### config.mk
export PLATFORM = sky130hd
export DESIGN_NAME = cvp14_halt_monitor_flat
export DESIGN_NICKNAME = d
export VERILOG_FILES = /design/src/rtl/cvp14_halt_monitor_if.sv /design/src/rtl/cvp14_halt_monitor.sv /design/src/flat_wrapper.sv
export SDC_FILE = /design/constraint.sdc
export NUM_CORES = 1
export LEC_CHECK = 0
export ABC_AREA = 1
export CAP_MARGIN = 15
export CORE_UTILIZATION = 40
export DETAILED_ROUTE_END_ITERATION = 8
export SLEW_MARGIN = 20
export SYNTH_ARGS = -nofsm -noshare
export SYNTH_HDL_FRONTEND = slang
export SYNTH_SLANG_ARGS = --single-unit
### constraint.sdc
create_clock -name Clk1 -period 2.1 [get_ports Clk1]
set_input_delay 0.63 -clock Clk1 [delete_from_list [all_inputs] [get_ports Clk1]]
set_output_delay 0.63 -clock Clk1 [all_outputs]
set_load 0.01 [all_outputs]
### src/rtl/cvp14_halt_monitor_if.sv
// CVP14 core-to-DRAM bus as seen by the end-of-test monitor.
// The master side is the core or bench; the slave side is the monitor.
interface cvp14_halt_monitor_if #(
    parameter int ADDR_W = 16
);
    logic [ADDR_W-1:0] Addr;
    logic              RD;
    logic              WR;
    logic              DumpReq;
    logic              DumpAck;

    modport master (
        output Addr,
        output RD,
        output WR,
        output DumpAck,
        input  DumpReq
    );

    modport slave (
        input  Addr,
        input  RD,
        input  WR,
        input  DumpAck,
        output DumpReq
    );
endinterface

### src/rtl/cvp14_halt_monitor.sv
// End-of-test monitor: halt-address or timeout detection, dump handshake,
// drain delay, sticky Finish and per-run saturating bus counters.
module cvp14_halt_monitor #(
    parameter int                ADDR_W     = 16,
    parameter logic [ADDR_W-1:0] HALT_ADDR  = ADDR_W'(16'hFFF3),
    parameter bit                REQ_ACCESS = 1'b0,
    parameter int                TIMEOUT    = 6000000,
    parameter int                CNT_W      = 32,
    parameter int                DRAIN      = 1
) (
    input  logic                 Clk1,
    input  logic                 Reset,
    input  logic                 Enable,
    cvp14_halt_monitor_if.slave  bus,
    output logic                 Halted,
    output logic                 TimedOut,
    output logic                 Finish,
    output logic [CNT_W-1:0]     CycleCount,
    output logic [CNT_W-1:0]     RdCount,
    output logic [CNT_W-1:0]     WrCount
);
    // Timeout uses its own counter so it still fires when CNT_W saturates early.
    localparam int TW = $clog2(TIMEOUT + 1);
    localparam int DW = (DRAIN > 1) ? $clog2(DRAIN) : 1;
    localparam logic [TW-1:0] TO_VAL  = TW'(TIMEOUT);
    localparam logic [DW-1:0] DR_LOAD = DW'(DRAIN - 1);

    typedef enum logic [2:0] {
        S_IDLE,
        S_RUN,
        S_DUMP,
        S_DRAIN,
        S_DONE
    } state_t;

    state_t          r_state;
    logic [TW-1:0]   r_tcnt;
    logic [DW-1:0]   r_drain;

    logic            w_access;
    logic            w_match;
    logic [TW-1:0]   w_tcnt_nxt;
    logic [CNT_W-1:0] w_cyc_nxt;
    logic [CNT_W-1:0] w_rd_nxt;
    logic [CNT_W-1:0] w_wr_nxt;

    assign w_access   = bus.RD | bus.WR;
    assign w_match    = (bus.Addr == HALT_ADDR) && (!REQ_ACCESS || w_access);
    assign w_tcnt_nxt = r_tcnt + 1'b1;
    assign w_cyc_nxt  = (&CycleCount) ? CycleCount : CycleCount + 1'b1;
    assign w_rd_nxt   = (&RdCount) ? RdCount : RdCount + 1'b1;
    assign w_wr_nxt   = (&WrCount) ? WrCount : WrCount + 1'b1;

    always_ff @(posedge Clk1) begin
        if (Reset) begin
            r_state     <= S_IDLE;
            r_tcnt      <= '0;
            r_drain     <= '0;
            bus.DumpReq <= 1'b0;
            Halted      <= 1'b0;
            TimedOut    <= 1'b0;
            Finish      <= 1'b0;
            CycleCount  <= '0;
            RdCount     <= '0;
            WrCount     <= '0;
        end else begin
            unique case (r_state)
                S_IDLE: begin
                    if (Enable) r_state <= S_RUN;
                end
                S_RUN: begin
                    r_tcnt     <= w_tcnt_nxt;
                    CycleCount <= w_cyc_nxt;
                    if (bus.RD) RdCount <= w_rd_nxt;
                    if (bus.WR) WrCount <= w_wr_nxt;
                    if (w_match) begin
                        Halted      <= 1'b1;
                        bus.DumpReq <= 1'b1;
                        r_state     <= S_DUMP;
                    end else if (w_tcnt_nxt == TO_VAL) begin
                        TimedOut    <= 1'b1;
                        bus.DumpReq <= 1'b1;
                        r_state     <= S_DUMP;
                    end
                end
                S_DUMP: begin
                    if (bus.DumpAck) begin
                        bus.DumpReq <= 1'b0;
                        r_drain     <= DR_LOAD;
                        r_state     <= S_DRAIN;
                    end
                end
                S_DRAIN: begin
                    if (r_drain == '0) begin
                        Finish  <= 1'b1;
                        r_state <= S_DONE;
                    end else begin
                        r_drain <= r_drain - 1'b1;
                    end
                end
                S_DONE: begin
                    r_state <= S_DONE;
                end
                default: begin
                    r_state <= S_IDLE;
                end
            endcase
        end
    end
endmodule

### src/flat_wrapper.sv
// flat-port wrapper written by rule: the top's interface ports become plain ports
module cvp14_halt_monitor_flat 
#(
    parameter int                ADDR_W     = 16,
    parameter logic [ADDR_W-1:0] HALT_ADDR  = ADDR_W'(16'hFFF3),
    parameter bit                REQ_ACCESS = 1'b0,
    parameter int                TIMEOUT    = 6000000,
    parameter int                CNT_W      = 32,
    parameter int                DRAIN      = 1
)
  (Clk1, Reset, Enable, Halted, TimedOut, Finish, CycleCount, RdCount, WrCount, bus_Addr, bus_RD, bus_WR, bus_DumpAck, bus_DumpReq);
  cvp14_halt_monitor_if #(.ADDR_W(ADDR_W)) bus_i ();
  input  logic Clk1;
  input  logic Reset;
  input  logic Enable;
  output logic Halted;
  output logic TimedOut;
  output logic Finish;
  output logic [CNT_W-1:0] CycleCount;
  output logic [CNT_W-1:0] RdCount;
  output logic [CNT_W-1:0] WrCount;
  input wire logic [$bits(bus_i.Addr)-1:0] bus_Addr;
  input wire logic [$bits(bus_i.RD)-1:0] bus_RD;
  input wire logic [$bits(bus_i.WR)-1:0] bus_WR;
  input wire logic [$bits(bus_i.DumpAck)-1:0] bus_DumpAck;
  output wire logic [$bits(bus_i.DumpReq)-1:0] bus_DumpReq;
  assign bus_i.Addr = bus_Addr;
  assign bus_i.RD = bus_RD;
  assign bus_i.WR = bus_WR;
  assign bus_i.DumpAck = bus_DumpAck;
  assign bus_DumpReq = bus_i.DumpReq;
  cvp14_halt_monitor #(.ADDR_W(ADDR_W), .HALT_ADDR(HALT_ADDR), .REQ_ACCESS(REQ_ACCESS), .TIMEOUT(TIMEOUT), .CNT_W(CNT_W), .DRAIN(DRAIN)) u_core (.Clk1(Clk1), .Reset(Reset), .Enable(Enable), .bus(bus_i), .Halted(Halted), .TimedOut(TimedOut), .Finish(Finish), .CycleCount(CycleCount), .RdCount(RdCount), .WrCount(WrCount));
endmodule
# == Yosys cells after proc, flatten, opt, wreduce, memory -nomap -nowiden ==
# Index checks and enable logic that the tools add are counted.
# classes
n_bitwise,5
n_addsub,5
reduce_logical,15
eq_ne,10
mux,12
# ops
operator,n
32-bit by 1-bit adder with 32-bit output (second input constant),3
32-bit AND reduction,3
23-bit by 1-bit adder with 23-bit output (second input constant),1
23-bit equality test (second input constant),1
16-bit equality test (second input constant),1
3-bit 2-to-1 mux,5
3-bit one-hot mux with 5 select lines,1
3-bit AND reduction,4
2-bit AND reduction,4
3-bit by 2-bit equality test with 1-bit output (second input constant),2
2-bit != test (second input constant),3
1-bit NOT,5
1-bit 2-to-1 mux,4
1-bit one-hot mux with 2 select lines,2
4-bit AND reduction,1
2-bit nonzero test,2
3-bit by 1-bit equality test with 1-bit output (second input constant),1
3-bit equality test (second input constant),1
3-bit zero test,1
3-bit by 1-bit != test with 1-bit output (second input constant),1
1-bit subtractor (second input constant),1
# totals
in_bits,22
regBits,127
wordCells,57
output_inout_bits,100

# == Depth between registers and ports, before layout ==
# Gate-level depths: netlist (run 1).
# depth
ltp_word,5
depth_mapped,15
ltp_nobuf,15

# == Worst setup path before layout (run 1) ==
# No wires, ideal clock.
# synth_path
kind,register to register
startpoint,reg u_core.WrCount[0]
endpoint,reg u_core.WrCount[12]
slack_ns,0.265
arrival_ns,1.717
period_less_slack_ns,1.835
n_path_buf,0
path_stages_with_launch,13
cell_sequence,dfxtp_1 > ha_1 > nand2_1 > nor2_1 > nand2_1 > nor2_1 > nand4_1 > nand3_2 > nor2_1 > nand2_1 > nor2_1 > o21ai_0 > nor2_1
# synth_via
elab_chain_len,3
elab_cells_between_ends,4
# synth_rtl
item,line_no,text
from (decl),cvp14_halt_monitor.sv:20,output logic [CNT_W-1:0] WrCount
from (signal assigned),cvp14_halt_monitor.sv:75,if (bus.WR) WrCount <= w_wr_nxt;
branches (longest 3 deep; another with 32-bit by 1-bit adder with 32-bit output),n/a,
# Parallel ways; which one is timed is not known.
# A chain may end at the register's enable or synchronous reset.

# == Worst setup path after layout (run 1) ==
# layout_path
startpoint,reg u_core.WrCount[16]
endpoint,out WrCount[16]
# layout_rtl
item,line_no,text
to (decl),flat_wrapper.sv:21,output logic [CNT_W-1:0] WrCount;
# No word-level cell between the ends.

==> metrics.md, run 1 <==
| Metric | Value |
|---|---|
| Normalized max-slew margin | `65.4%` |
| Fin Clk Skew | `0.00954 ns` |
| Post-Layout Cell Count | `1,507` |
| Tightest Pin Transition | `0.514 ns` |
| Standard cell core area | `0.0168 mm^2` |
| Net total in the final layout | `1,301` |
| Startpoint-to-endpoint class of the critical path | `reg2out` |
| Count of synthesis-stage warnings from yosys | `0` |
| Signal arrival time at the worst endpoint | `1.42 ns` |
| ANT cells | `0` |
| Global-route wire length before repair | `32.2 mm` |
| Post-layout min period | `a little over 2 ns` |
| Die Width | `134 um` |
| DIE AREA | `0.0179 mm^2` |
| Fraction of registers with async set/reset | `0%` |
| Largest cells by area after synthesis | `sky130_fd_sc_hd__dfxtp_1 (36%), sky130_fd_sc_hd__nand2_1 (13%), sky130_fd_sc_hd__inv_1 (7.5%)` |
| Routed WL | `20.2 mm` |
| Synthesized area per cell | `6.61 um^2` |
| Result of the run | `finished, final reports clean` |
| Number of flops mapped to enable cells by yosys | `0` |
| Total DRC errors in the routed layout | `0` |
| I/O pin total | `approximately 120` |
| Largest net degree at the start of global routing | `just over 60` |
| CTS Root Buffer Type | `sky130_fd_sc_hd__clkbuf_16` |
| IR drop worst, VDD | `0.000655 V` |
| Total setup violations reported at the end of the flow | `0` |
| Stages on the worst setup path | `1` |
| Ordered list of cells on the worst path | `clkdlybuf4s50_1` |
| Launching element type of the critical path | `register` |
| Number of antenna violations at the first check in global routing | `0` |
| Post-route setup TNS | `0 ns` |
| Initial core utilization | `around 42%` |
| Routed wire length per instance | `13.4 um` |
| Count of final hold-check violations | `0` |
| Pwr dens | `642 mW/mm^2` |
| Upper clock frequency limit | `488 MHz` |
| Vias | `7,506` |
| Final worst-path cycle share | `a little over nine tenths` |
| Overall fraction of global-route tracks in use | `roughly 22%` |
| Syn-to-layout area delta | `45.2%` |
| Worst hold path stage count | `2` |
| Worst reg-to-reg path cell count | `13` |
| Detailed Routing Iterations Pass 1 | `5` |
| Crit-path max FO | `5` |
| Leakage power of the design | `~4 nW` |
| Cell area after synthesis | `0.00696 mm^2` |
| Gate count after technology mapping | `around 1.1k` |
| Number of buffers and inverters on the critical path | `1` |
| Worst-skew pair later-pin latency | `0.43 ns` |
| Final critical-path setup slack | `0.0488 ns` |
| Setup repair after global routing missed its margin | `yes` |
| Filler cells | `approximately 1.6k` |
| Area of the multi-input gates | `between 0.004 and 0.005 mm^2` |
| Height of the die | `roughly 130 um` |
| Synth Flop Type | `sky130_fd_sc_hd__dfxtp_1` |
| Post-synthesis cell type with the largest combined area | `sky130_fd_sc_hd__dfxtp_1` |
| Crit-path max cell delay | `0.58 ns` |
| Layout cells sized above 1 | `between 10% and 20%` |
| Fraction of synthesized cell area taken by the top area cell type | `36.2%` |
| DRT iter0 DRCs | `387` |
| Clock-pin slew on the worst setup and hold paths | `0.06 ns` |
| Area taken by flip-flops and latches | `about 0.0026 mm^2` |
| Syn_nets | `1,081` |
| Required time of the critical path | `around 1.5 ns` |
| Average vias per placed instance | `4.98` |
| CP max-delay cell | `sky130_fd_sc_hd__clkdlybuf4s50_1` |
| TritonCTS Buffers | `17` |
| Overflow after GRT | `0` |
| Worst path top cell family by delay | `buffers and inverters` |
| Total instance count after detailed placement | `between 1k and 1.5k` |
| Number of distinct library cells after synthesis | `39` |
| Clock buffer depth | `2` |
| Detail Placement HPWL | `~14 mm` |
| Number of H-tree branching levels | `4` |
| Via count of the first global-routing pass | `6,754` |
| Pre-CTS setup slack | `-0.137 ns` |
| Row cnt | `47` |
| Minimum setup slack among reg-to-reg paths | `0.06 ns` |
| Number of nets still failing antenna checks after routing | `0` |
| Endpoint kind of the worst setup timing path | `output port` |
| Buffers on Ports | `121` |
| Type of the worst min-delay path | `reg2reg` |
| Final GP Congestion | `0.862` |
| Sequential fraction of the synthesis area | `between 30% and 40%` |
| Clock tree from TritonCTS | `built` |
| Clock Sinks | `126` |
| Seq cells post-synth | `between 100 and 150` |
| Pins over their slew limit | `0` |
| Number of max-capacitance violations reported | `0` |
==> registers in the layout, indices dropped and copies added (netlist names) <==
register	flops
u_core.CycleCount	32
u_core.Finish	1
u_core.Halted	1
u_core.RdCount	32
u_core.TimedOut	1
u_core.WrCount	32
u_core.bus.DumpReq	1
u_core.r_state	3
u_core.r_tcnt	23
==> synth_stat cells, types with 9 or more instances <==
| library cell | n |
|---|---|
| sky130_fd_sc_hd__nor3b_1 | 14 |
| sky130_fd_sc_hd__nor2_1 | 116 |
| sky130_fd_sc_hd__nand2_1 | 232 |
| sky130_fd_sc_hd__xor2_1 | 13 |
| sky130_fd_sc_hd__nand3_1 | 52 |
| sky130_fd_sc_hd__clkbuf_1 | 15 |
| sky130_fd_sc_hd__nor2_2 | 9 |
| sky130_fd_sc_hd__nor3_1 | 62 |
| sky130_fd_sc_hd__a21oi_1 | 83 |
| sky130_fd_sc_hd__nand4_1 | 31 |
| sky130_fd_sc_hd__inv_1 | 139 |
| sky130_fd_sc_hd__dfxtp_1 | 126 |
| sky130_fd_sc_hd__xnor2_1 | 9 |
| sky130_fd_sc_hd__o21ai_0 | 61 |
==> path summary, 6_finish.rpt <==
check,end,start
worst max-delay path,WrCount[16],u_core.WrCount[16]$_SDFFE_PP0P_
worst min-delay path,u_core.Finish$_SDFFE_PP0N_,u_core.Finish$_SDFFE_PP0N_
worst max register to register,u_core.RdCount[23]$_SDFFE_PP0P_,u_core.RdCount[1]$_SDFFE_PP0P_
worst min register to register,u_core.Finish$_SDFFE_PP0N_,u_core.Finish$_SDFFE_PP0N_
==> through the flow <==
| stage | utilization [%] | total power [mW] | area [um^2] | hold WS, ns |
|---|---|---|---|---|
| final | 60.3 | 6.49 | 10100 | 0.474 |
| after global routing | 60.3 | 6.78 | 10100 | 0.485 |
| after CTS | 57.8 | 6.47 | 9680 | 0.477 |
| after detailed placement | 54.1 | 3.49 | 9070 | 0.465 |
| after global placement | 54.1 | 3.48 | 9070 | 0.468 |
| after floorplan | - | 3.17 | 6960 | 0.463 |
==> area by class of cell <==
cell class | instances | share of cell area, %
multi-input cells | 758 | 39.8
flip-flops and latches | 126 | 25.2
clock inverters | 11 | 1.14
inverters | 146 | 5.44
well taps | 220 | 2.72
clock buffers | 21 | 4.65
repair buffers | 225 | 21.0
==> placed cells by master, fill, tap and decap left out, drive strengths merged <==
cell type / synthesis / final
a21oi: 83 / 83
xor2: 13 / 13
and3: 3 / 3
ha: 5 / 5
o21bai: 3 / 3
a31oi: 4 / 4
clkinv: 0 / 8
clkinvlp: 0 / 1
dlygate4sd2: 0 / 3
nand2: 240 / 241
dlymetal6s2s: 0 / 17
xnor2: 9 / 9
nand3: 57 / 57
o21a: 5 / 5
o21ba: 2 / 2
buf: 10 / 105
nor3: 70 / 70
or3: 1 / 1
o211ai: 6 / 6
clkdlybuf4s50: 0 / 100
nor2: 130 / 130
nor4: 8 / 8
inv: 146 / 146
nor3b: 15 / 15
dfxtp: 126 / 126
o41ai: 1 / 1
bufinv: 0 / 2
nand4: 31 / 31
a211oi: 3 / 3
clkbuf: 15 / 21
nand3b: 1 / 1
o21ai: 67 / 67
==> timing repair <==
action                     in CTS  in global routing
setup endpoints to repair       9                 78
buffers inserted                2                 12
pin swaps                       1                 23
gates resized for setup         6                 88
hold buffers                    0                  0
cloned                          0                  1
==> layer usage <==
layer / vias to the layer above / wire length (um) / GRT usage [%]
met4: 0 / 219 / 6.50
li1: 3912 / - / -
met3: 25 / 876 / 5.10
met1: 3416 / 9670 / 29.7
met2: 153 / 9400 / 35.7
met5: - / 0 / 0
==> power by group <==
| part | internal (mW) | switching, mW |
|---|---|---|
| combinational | 0.388 | 0.513 |
| sequential | 2.51 | 0.131 |
| clock | 1.83 | 1.11 |
==> logic make-up (layout without fill, tap and decap cells) <==
| family | count (synthesis) | after routing | share of synthesized area (%) |
|---|---|---|---|
| compound gates | 174 | 174 | 13.4 |
| fa+ha+maj | 5 | 5 | 0.899 |
| simple gates | 556 | 557 | 37.2 |
| buf+inv | 171 | 403 | 9.54 |
| flops | 126 | 126 | 36.2 |
| xor+xnor | 22 | 22 | 2.77 |
==> worst register-to-register path: cells and delay by family (launching register included) <==
kind            cells  cell delay [ns]
compound gates      1             0.10
fa+ha+maj           1             0.15
buf+inv             2             0.31
flops               1             0.36
simple gates        9             1.04
(Power assumes the default switching activity.)
==> inputs of run 2 (changes only) <==
--- a/config.mk
+++ b/config.mk
@@ -9,6 +9,7 @@
 export CAP_MARGIN = 15
 export CORE_UTILIZATION = 40
 export DETAILED_ROUTE_END_ITERATION = 8
+export MAX_ROUTING_LAYER = met4
 export SLEW_MARGIN = 20
 export SYNTH_ARGS = -nofsm -noshare
 export SYNTH_HDL_FRONTEND = slang
==> run 2 against run 1 <==
- via count is 0.15% lower
- non-clock buffer count stayed put
- critical path type unchanged
- largest cell class unchanged
- total power hardly changed
==> metrics.md, run 2 (same netlist as run 1, synthesis figures left out) <==
| Metric | Value |
|---|---|
| Minimum hold slack | `0.476 ns (+0.00151 ns)` |
| Area of the multi-input gates | `0.00402 mm^2 (unchanged)` |
| Overall power after layout | `6.49 mW (about the same)` |
| Clock buffer depth | `2 (unchanged)` |
| Final GP Congestion | `0.876 (+1.6%)` |
| Number of max-capacitance violations reported | `0 (unchanged)` |
| Normalized max-slew margin | `65.4% (unchanged)` |
| Row cnt | `47 (unchanged)` |
| ANT cells | `0 (unchanged)` |
| Syn-to-layout area delta | `45.2% (unchanged)` |
| Total setup violations reported at the end of the flow | `0 (unchanged)` |
| IR drop worst, VDD | `0.000654 V (-0.26%)` |
| TritonCTS Buffers | `17 (unchanged)` |
| Worst hold path stage count | `2 (unchanged)` |
| Layout cells sized above 1 | `17.8% (unchanged)` |
| Number of antenna violations at the first check in global routing | `0 (unchanged)` |
| Total instance count after detailed placement | `1,462 (unchanged)` |
| Routed wire length per instance | `13.4 um (about the same)` |
| Pins over their slew limit | `0 (unchanged)` |
| Detail Placement HPWL | `14.2 mm (unchanged)` |
| Result of the run | `finished, final reports clean` |
| Fin Clk Skew | `0.00945 ns (-0.0000946 ns)` |
| Crit Reg-Reg Endpoint | `u_core.RdCount[23]$_SDFFE_PP0P_` |
| Worst reg-to-reg path cell count | `13 (unchanged)` |
| Vias | `7,495 (-0.15%)` |
| Crit-path max cell delay | `0.58 ns (about the same)` |
| Final worst-path cycle share | `97.7% (about the same)` |
| Tightest Pin Transition | `0.514 ns (-0.000000119 ns)` |
| CP max-delay cell | `sky130_fd_sc_hd__clkdlybuf4s50_1` |
| Clock tree from TritonCTS | `built` |
| Height of the die | `134 um (unchanged)` |
| Crit-path max FO | `5 (unchanged)` |
| Destination of the worst hold path | `u_core.Finish$_SDFFE_PP0N_` |
| Hold Crit Start | `u_core.Finish$_SDFFE_PP0N_` |
| I/O pin total | `122 (unchanged)` |
| Total DRC errors in the routed layout | `0 (unchanged)` |
| Global-route wire length before repair | `32.2 mm (about the same)` |
| Upper clock frequency limit | `487 MHz (about the same)` |
| Overflow after GRT | `0 (unchanged)` |
| Startpoint-to-endpoint class of the critical path | `reg2out` |
| Routed WL | `20.2 mm (about the same)` |
| Endpoint kind of the worst setup timing path | `output port` |
| Average vias per placed instance | `4.97 (-0.15%)` |
| Pwr dens | `642 mW/mm^2 (about the same)` |
| Clock-pin slew on the worst setup and hold paths | `0.06 ns (about the same)` |
| Buffers on Ports | `121 (unchanged)` |
| Signal arrival time at the worst endpoint | `1.42 ns (about the same)` |
| Top library cells by usage in the layout, fill and taps aside | `sky130_fd_sc_hd__nand2_1 (225), sky130_fd_sc_hd__inv_1 (138), sky130_fd_sc_hd__dfxtp_1 (112)` |
| Number of buffers and inverters on the critical path | `1 (unchanged)` |
| Utilization of the core after routing | `60.3% (unchanged)` |
| Setup repair after global routing missed its margin | `yes` |
| Count of final hold-check violations | `0 (unchanged)` |
| CTS Root Buffer Type | `sky130_fd_sc_hd__clkbuf_16` |
| Start of the worst register-to-register path | `u_core.RdCount[1]$_SDFFE_PP0P_` |
| Post-Layout Cell Count | `1,507 (unchanged)` |
| Filler cells | `1,590 (unchanged)` |
| DIE AREA | `0.0179 mm^2 (unchanged)` |
| Net total in the final layout | `1,301 (unchanged)` |
| Top flop regs | `u_core.CycleCount (32), u_core.RdCount (32), u_core.WrCount (32)` |
| Initial core utilization | `41.5% (unchanged)` |
| Standard cell core area | `0.0168 mm^2 (unchanged)` |
| Stages on the worst setup path | `1 (unchanged)` |
| Worst path top cell family by delay | `buffers and inverters` |
| Leakage power of the design | `4.03 nW (unchanged)` |
| Overall fraction of global-route tracks in use | `22.9% (+0.67 points)` |
| Die Width | `134 um (unchanged)` |
| Worst-skew pair later-pin latency | `0.42 ns (about the same)` |
| Most common cell after layout, fill and taps aside | `sky130_fd_sc_hd__nand2_1` |
| Largest net degree at the start of global routing | `62 (unchanged)` |
| Required time of the critical path | `1.47 ns (about the same)` |
| Number of H-tree branching levels | `4 (unchanged)` |
| Minimum setup slack among reg-to-reg paths | `0.06 ns (about the same)` |
| Post-layout min period | `2.05 ns (+0.000788 ns)` |
| Number of nets still failing antenna checks after routing | `0 (unchanged)` |
| Type of the worst min-delay path | `reg2reg` |
| DRT iter0 DRCs | `386 (-0.26%)` |
| Area taken by flip-flops and latches | `0.00255 mm^2 (unchanged)` |
| Detailed Routing Iterations Pass 1 | `5 (unchanged)` |
| Clock Sinks | `126 (unchanged)` |
| Ordered list of cells on the worst path | `clkdlybuf4s50_1` |
| Via count of the first global-routing pass | `6,755 (+0.015%)` |
| Launching element type of the critical path | `register` |
[run 2: cell counts in the layout (fill, tap and decap cells not counted)]
Identical to the previous run, type by type.
[run 2: worst max path at each step]
stage / to / start / slack (ns)
global route: u_core.bus.DumpReq$_SDFFE_PP0P_ / u_core.r_tcnt[0]$_SDFFE_PP0P_ / -0.06
global placement: u_core.bus.DumpReq$_SDFFE_PP0P_ / bus_Addr[15] / -0.12
floorplan: u_core.WrCount[12]$_SDFFE_PP0P_ / u_core.WrCount[0]$_SDFFE_PP0P_ / 0.27
detailed placement: u_core.bus.DumpReq$_SDFFE_PP0P_ / bus_Addr[14] / -0.14
CTS: RdCount[6] / u_core.RdCount[6]$_SDFFE_PP0P_ / 0.002
finish: WrCount[27] / u_core.WrCount[27]$_SDFFE_PP0P_ / 0.05
[run 2: power by group]
part / switching (mW) / leakage [nW] / internal (mW) / total (mW)
sequential: 0.130 / 1.03 / 2.51 / 2.64
combinational: 0.514 / 2.71 / 0.388 / 0.902
clock: 1.11 / 0.292 / 1.83 / 2.94
total: 1.76 / 4.03 / 4.73 / 6.49
[run 2: final cells by class]
type                            instances  area share, %
Clock buffer                           21           4.65
Clock inverter                         11           1.14
Inverter                              146           5.44
Multi-Input combinational cell        758           39.8
Sequential cell                       126           25.2
Tap cell                              220           2.72
Timing Repair Buffer                  225           21.0
[run 2: timing repair]
item / CTS / global route
pin swaps: 1 / 23
gates resized for setup: 6 / 88
setup endpoints to repair: 9 / 78
hold buffers: 0 / 0
gates cloned: 0 / 1
buffers inserted: 2 / 12
[run 2: metal layers]
layer  vias up  share of wire (%)  track usage, %
met3        22                4.7            5.03
met4         0                1.1            6.50
li1       3909                  -               -
met1      3401                 48            29.7
met5         -                  0               -
met2       163                 46            35.7
[run 2: per-stage QoR]
| step | setup TNS, ns | worst slack (ns) | instance area, um^2 |
|---|---|---|---|
| finish | 0 | 0.0480 | 10100 |
| global route | -0.491 | -0.0598 | 10100 |
| CTS | 0 | 0.00167 | 9680 |
| detailed placement | -0.763 | -0.137 | 9070 |
| global placement | -0.483 | -0.117 | 9070 |
| floorplan | 0 | 0.265 | 6960 |
==> inputs of run 3 (changes only) <==
--- a/config.mk
+++ b/config.mk
@@ -9,6 +9,7 @@
 export CAP_MARGIN = 15
 export CORE_UTILIZATION = 40
 export DETAILED_ROUTE_END_ITERATION = 8
+export GPL_TIMING_DRIVEN = 0
 export MAX_ROUTING_LAYER = met4
 export SLEW_MARGIN = 20
 export SYNTH_ARGS = -nofsm -noshare
==> constraint.sdc (replaced) <==
create_clock -name Clk1 -period 1.91 [get_ports Clk1]
set_input_delay 0.573 -clock Clk1 [delete_from_list [all_inputs] [get_ports Clk1]]
set_output_delay 0.573 -clock Clk1 [all_outputs]
set_load 0.01 [all_outputs]
==> run 3 against run 2 <==
- the run now ends with negative setup slack left
- final area grew 7.0%
- non-clock buffer count shrank 4
- largest power group unchanged
- core utilization grew 4.2 points
- first-iteration DRC count grew 24%
- critical endpoint is now u_core.RdCount[30]$_SDFFE_PP0P_
- final cell count shrank 0.27%
- clock skew shrank 0.00097 ns
==> metrics.md, run 3 (same netlist as run 1, synthesis figures left out) <==
| Metric | Value |
|---|---|
| Crit Reg-Reg Endpoint | `u_core.RdCount[30]$_SDFFE_PP0P_` |
| Number of buffers and inverters on the critical path | `1 (unchanged)` |
| Standard cell core area | `0.0168 mm^2 (unchanged)` |
| Upper clock frequency limit | `approximately 490 MHz` |
| Global-route wire length before repair | `34.3 mm (+6.6%)` |
| IR drop worst, VDD | `0.000594 V (-9.1%)` |
| Crit-path max FO | `4 (-1)` |
| Vias | `7,891 (+5.3%)` |
| TritonCTS Buffers | `17 (unchanged)` |
| Clock buffer depth | `2 (unchanged)` |
| Routed WL | `22.8 mm (+13%)` |
| Total non-filler cell area in the finished layout | `0.0108 mm^2 (+7.0%)` |
| CP max-delay cell | `sky130_fd_sc_hd__dfxtp_2` |
| Filler cells | `1,495 (-6.0%)` |
| Required time of the critical path | `2.17 ns (+0.70 ns)` |
| Signal arrival time at the worst endpoint | `2.29 ns (+0.87 ns)` |
| Routed wire length per instance | `15.2 um (+13%)` |
| Endpoint kind of the worst setup timing path | `register` |
| Top library cells by usage in the layout, fill and taps aside | `sky130_fd_sc_hd__nand2_1 (201), sky130_fd_sc_hd__inv_1 (130), sky130_fd_sc_hd__nor2_1 (90)` |
| Initial core utilization | `41.5% (unchanged)` |
| Violated checks | `negative setup slack` |
| Cell area after placement | `0.00844 mm^2 (-6.9%)` |
| Layout cells sized above 1 | `30.3% (+13 points)` |
| CTS Root Buffer Type | `sky130_fd_sc_hd__clkbuf_16` |
| Tightest Pin Transition | `0.929 ns (+0.414 ns)` |
| Start of the worst register-to-register path | `u_core.RdCount[0]$_SDFFE_PP0P_` |
| Destination of the worst hold path | `u_core.Finish$_SDFFE_PP0N_` |
| Overall power after layout | `7.62 mW (+17%)` |
| DIE AREA | `0.0179 mm^2 (unchanged)` |
| Number of nets still failing antenna checks after routing | `0 (unchanged)` |
| Worst-skew pair later-pin latency | `0.42 ns (about the same)` |
| Buffers on Ports | `120 (-0.83%)` |
| Most common cell after layout, fill and taps aside | `sky130_fd_sc_hd__nand2_1` |
| Overall fraction of global-route tracks in use | `24.8% (+1.9 points)` |
| Crit-path max cell delay | `0.35 ns (-0.23 ns)` |
| Worst hold path stage count | `2 (unchanged)` |
| Overflow after GRT | `0 (unchanged)` |
| Final critical-path setup slack | `-0.119 ns (-0.167 ns)` |
| Via count of the first global-routing pass | `6,774 (+0.28%)` |
| Total of hold buffers inserted after clock tree synthesis | `0 (unchanged)` |
| Number of antenna violations at the first check in global routing | `0 (unchanged)` |
| Type of the worst min-delay path | `reg2reg` |
| Minimum setup slack among reg-to-reg paths | `-0.12 ns (-0.18 ns)` |
| Launching element type of the critical path | `register` |
| Post-layout min period | `around 2.0 ns` |
| Total setup violations reported at the end of the flow | `24 (+24)` |
| Syn-to-layout area delta | `55.3%` |
| DRT iter0 DRCs | `478 (+24%)` |
| Detailed Routing Iterations Pass 1 | `5 (unchanged)` |
| Average vias per placed instance | `5.25 (+5.6%)` |
| Worst reg-to-reg path cell count | `11 (-2)` |
| Setup repair after global routing missed its margin | `yes` |
| Top flop regs | `u_core.CycleCount (32), u_core.RdCount (32), u_core.WrCount (32)` |
| Clock tree from TritonCTS | `built` |
| Ordered list of cells on the worst path | `ha_4, nand2_4, nor3_4, buf_4, nand4_1, nor3_1, nand2_1, nor2_4, nand3_4, nor3_2, nor3b_2` |
| Hold Crit Start | `u_core.Finish$_SDFFE_PP0N_` |
| Final GP Congestion | `0.893 (+2.0%)` |
| ANT cells | `0 (unchanged)` |
| I/O pin total | `122 (unchanged)` |
| Final worst-path cycle share | `106%` |
| Net total in the final layout | `1,297 (-0.31%)` |
| Startpoint-to-endpoint class of the critical path | `reg2reg` |
| Count of final hold-check violations | `0 (unchanged)` |
| Clock-pin slew on the worst setup and hold paths | `0.05 ns (about the same)` |
| Largest net degree at the start of global routing | `17 (-73%)` |
| Die Width | `134 um (unchanged)` |
| Normalized max-slew margin | `38.1% (-27 points)` |
| Leakage power of the design | `4.68 nW (+16%)` |
| Pins over their slew limit | `0 (unchanged)` |
| Worst path top cell family by delay | `simple AND/OR/NAND/NOR gates` |
| Number of H-tree branching levels | `4 (unchanged)` |
| Clock Sinks | `126 (unchanged)` |
| Pwr dens | `705 mW/mm^2 (+9.8%)` |
| Row cnt | `47 (unchanged)` |
| Detail Placement HPWL | `15.0 mm (+5.6%)` |
| Result of the run | `finished with violations` |
| Number of max-capacitance violations reported | `0 (unchanged)` |
| Fin Clk Skew | `0.00848 ns (-0.000971 ns)` |
| Height of the die | `134 um (unchanged)` |
| Total DRC errors in the routed layout | `0 (unchanged)` |
run 3: cell types whose count changed in the layout (fill, tap and decap cells not counted), sizes merged:
cell,before,now
clkbuf,21,44
buf,105,84
dlygate4sd2,3,79
dlymetal6s2s,17,14
clkinvlp,1,0
clkinv,8,2
clkdlybuf4s50,100,27
bufinv,2,3
run 3: area by class of cell:
class                      count  area (um^2)  share of cell area [%]
timing repair buffer         197         1850                    17.1
clock inverter                 5          100                   0.926
buffer                        24          154                    1.42
clock buffer                  27          523                    4.84
inverter                     146          563                    5.21
tap                          220          275                    2.55
sequential                   126         2650                    24.5
multi-input combinational    758         4700                    43.5
run 3: worst min-delay path, stage by stage, from the launching register on:
cell                      delay [ns]
sky130_fd_sc_hd__dfxtp_1        0.30
sky130_fd_sc_hd__inv_1          0.04
sky130_fd_sc_hd__a21oi_1        0.05
run 3: what timing repair did:
item / in CTS / in global routing
resized for setup: 216 / 251
endpoints found under the hold margin: 0 / 0
pin swaps: 30 / 78
gates cloned: 2 / 2
setup endpoints to repair: 191 / 132
buffers inserted: 23 / 56
run 3: per-stage QoR:
| stage | hold WS [ns] | utilization [%] | std cells | worst slack (ns) | TNS, ns |
|---|---|---|---|---|---|
| after floorplan | 0.463 | - | 1054 | 0.0752 | 0 |
| after global placement | 0.441 | 50.3 | 1394 | -0.520 | -22.12 |
| after detailed placement | 0.439 | 50.3 | 1394 | -0.512 | -24.81 |
| after CTS | 0.445 | 57.2 | 1450 | -0.0935 | -0.583 |
| after global routing | 0.486 | 64.5 | 1503 | -0.263 | -6.68 |
| final | 0.444 | 64.5 | 1503 | -0.119 | -1.02 |
run 3: routing by layer:
metal  track usage (%)  vias up  share of wire, %
li1                  -     3914                 -
met1              32.9     3699                45
met2              39.0      250                48
met3              4.65       28               5.5
met4              5.68        0               1.1
met5                 -        -                 0
run 3: how the worst max path moves through the flow:
stage	end	slack, ns	from	cells after the start
CTS	u_core.RdCount[7]$_SDFFE_PP0P_	-0.09	u_core.RdCount[1]$_SDFFE_PP0P_	12
finish	u_core.RdCount[30]$_SDFFE_PP0P_	-0.12	u_core.RdCount[0]$_SDFFE_PP0P_	11
global route	u_core.RdCount[30]$_SDFFE_PP0P_	-0.26	u_core.RdCount[0]$_SDFFE_PP0P_	11
detailed placement	u_core.bus.DumpReq$_SDFFE_PP0P_	-0.51	bus_Addr[11]	7
global placement	u_core.bus.DumpReq$_SDFFE_PP0P_	-0.52	bus_Addr[11]	7
floorplan	u_core.WrCount[12]$_SDFFE_PP0P_	0.08	u_core.WrCount[0]$_SDFFE_PP0P_	12
run 3: power by group:
part           total, mW  leakage, nW  switching, mW  internal, mW
clock network       3.42        0.308           1.16          2.26
registers           2.92         1.06          0.159          2.77
logic               1.27         3.31          0.720         0.554
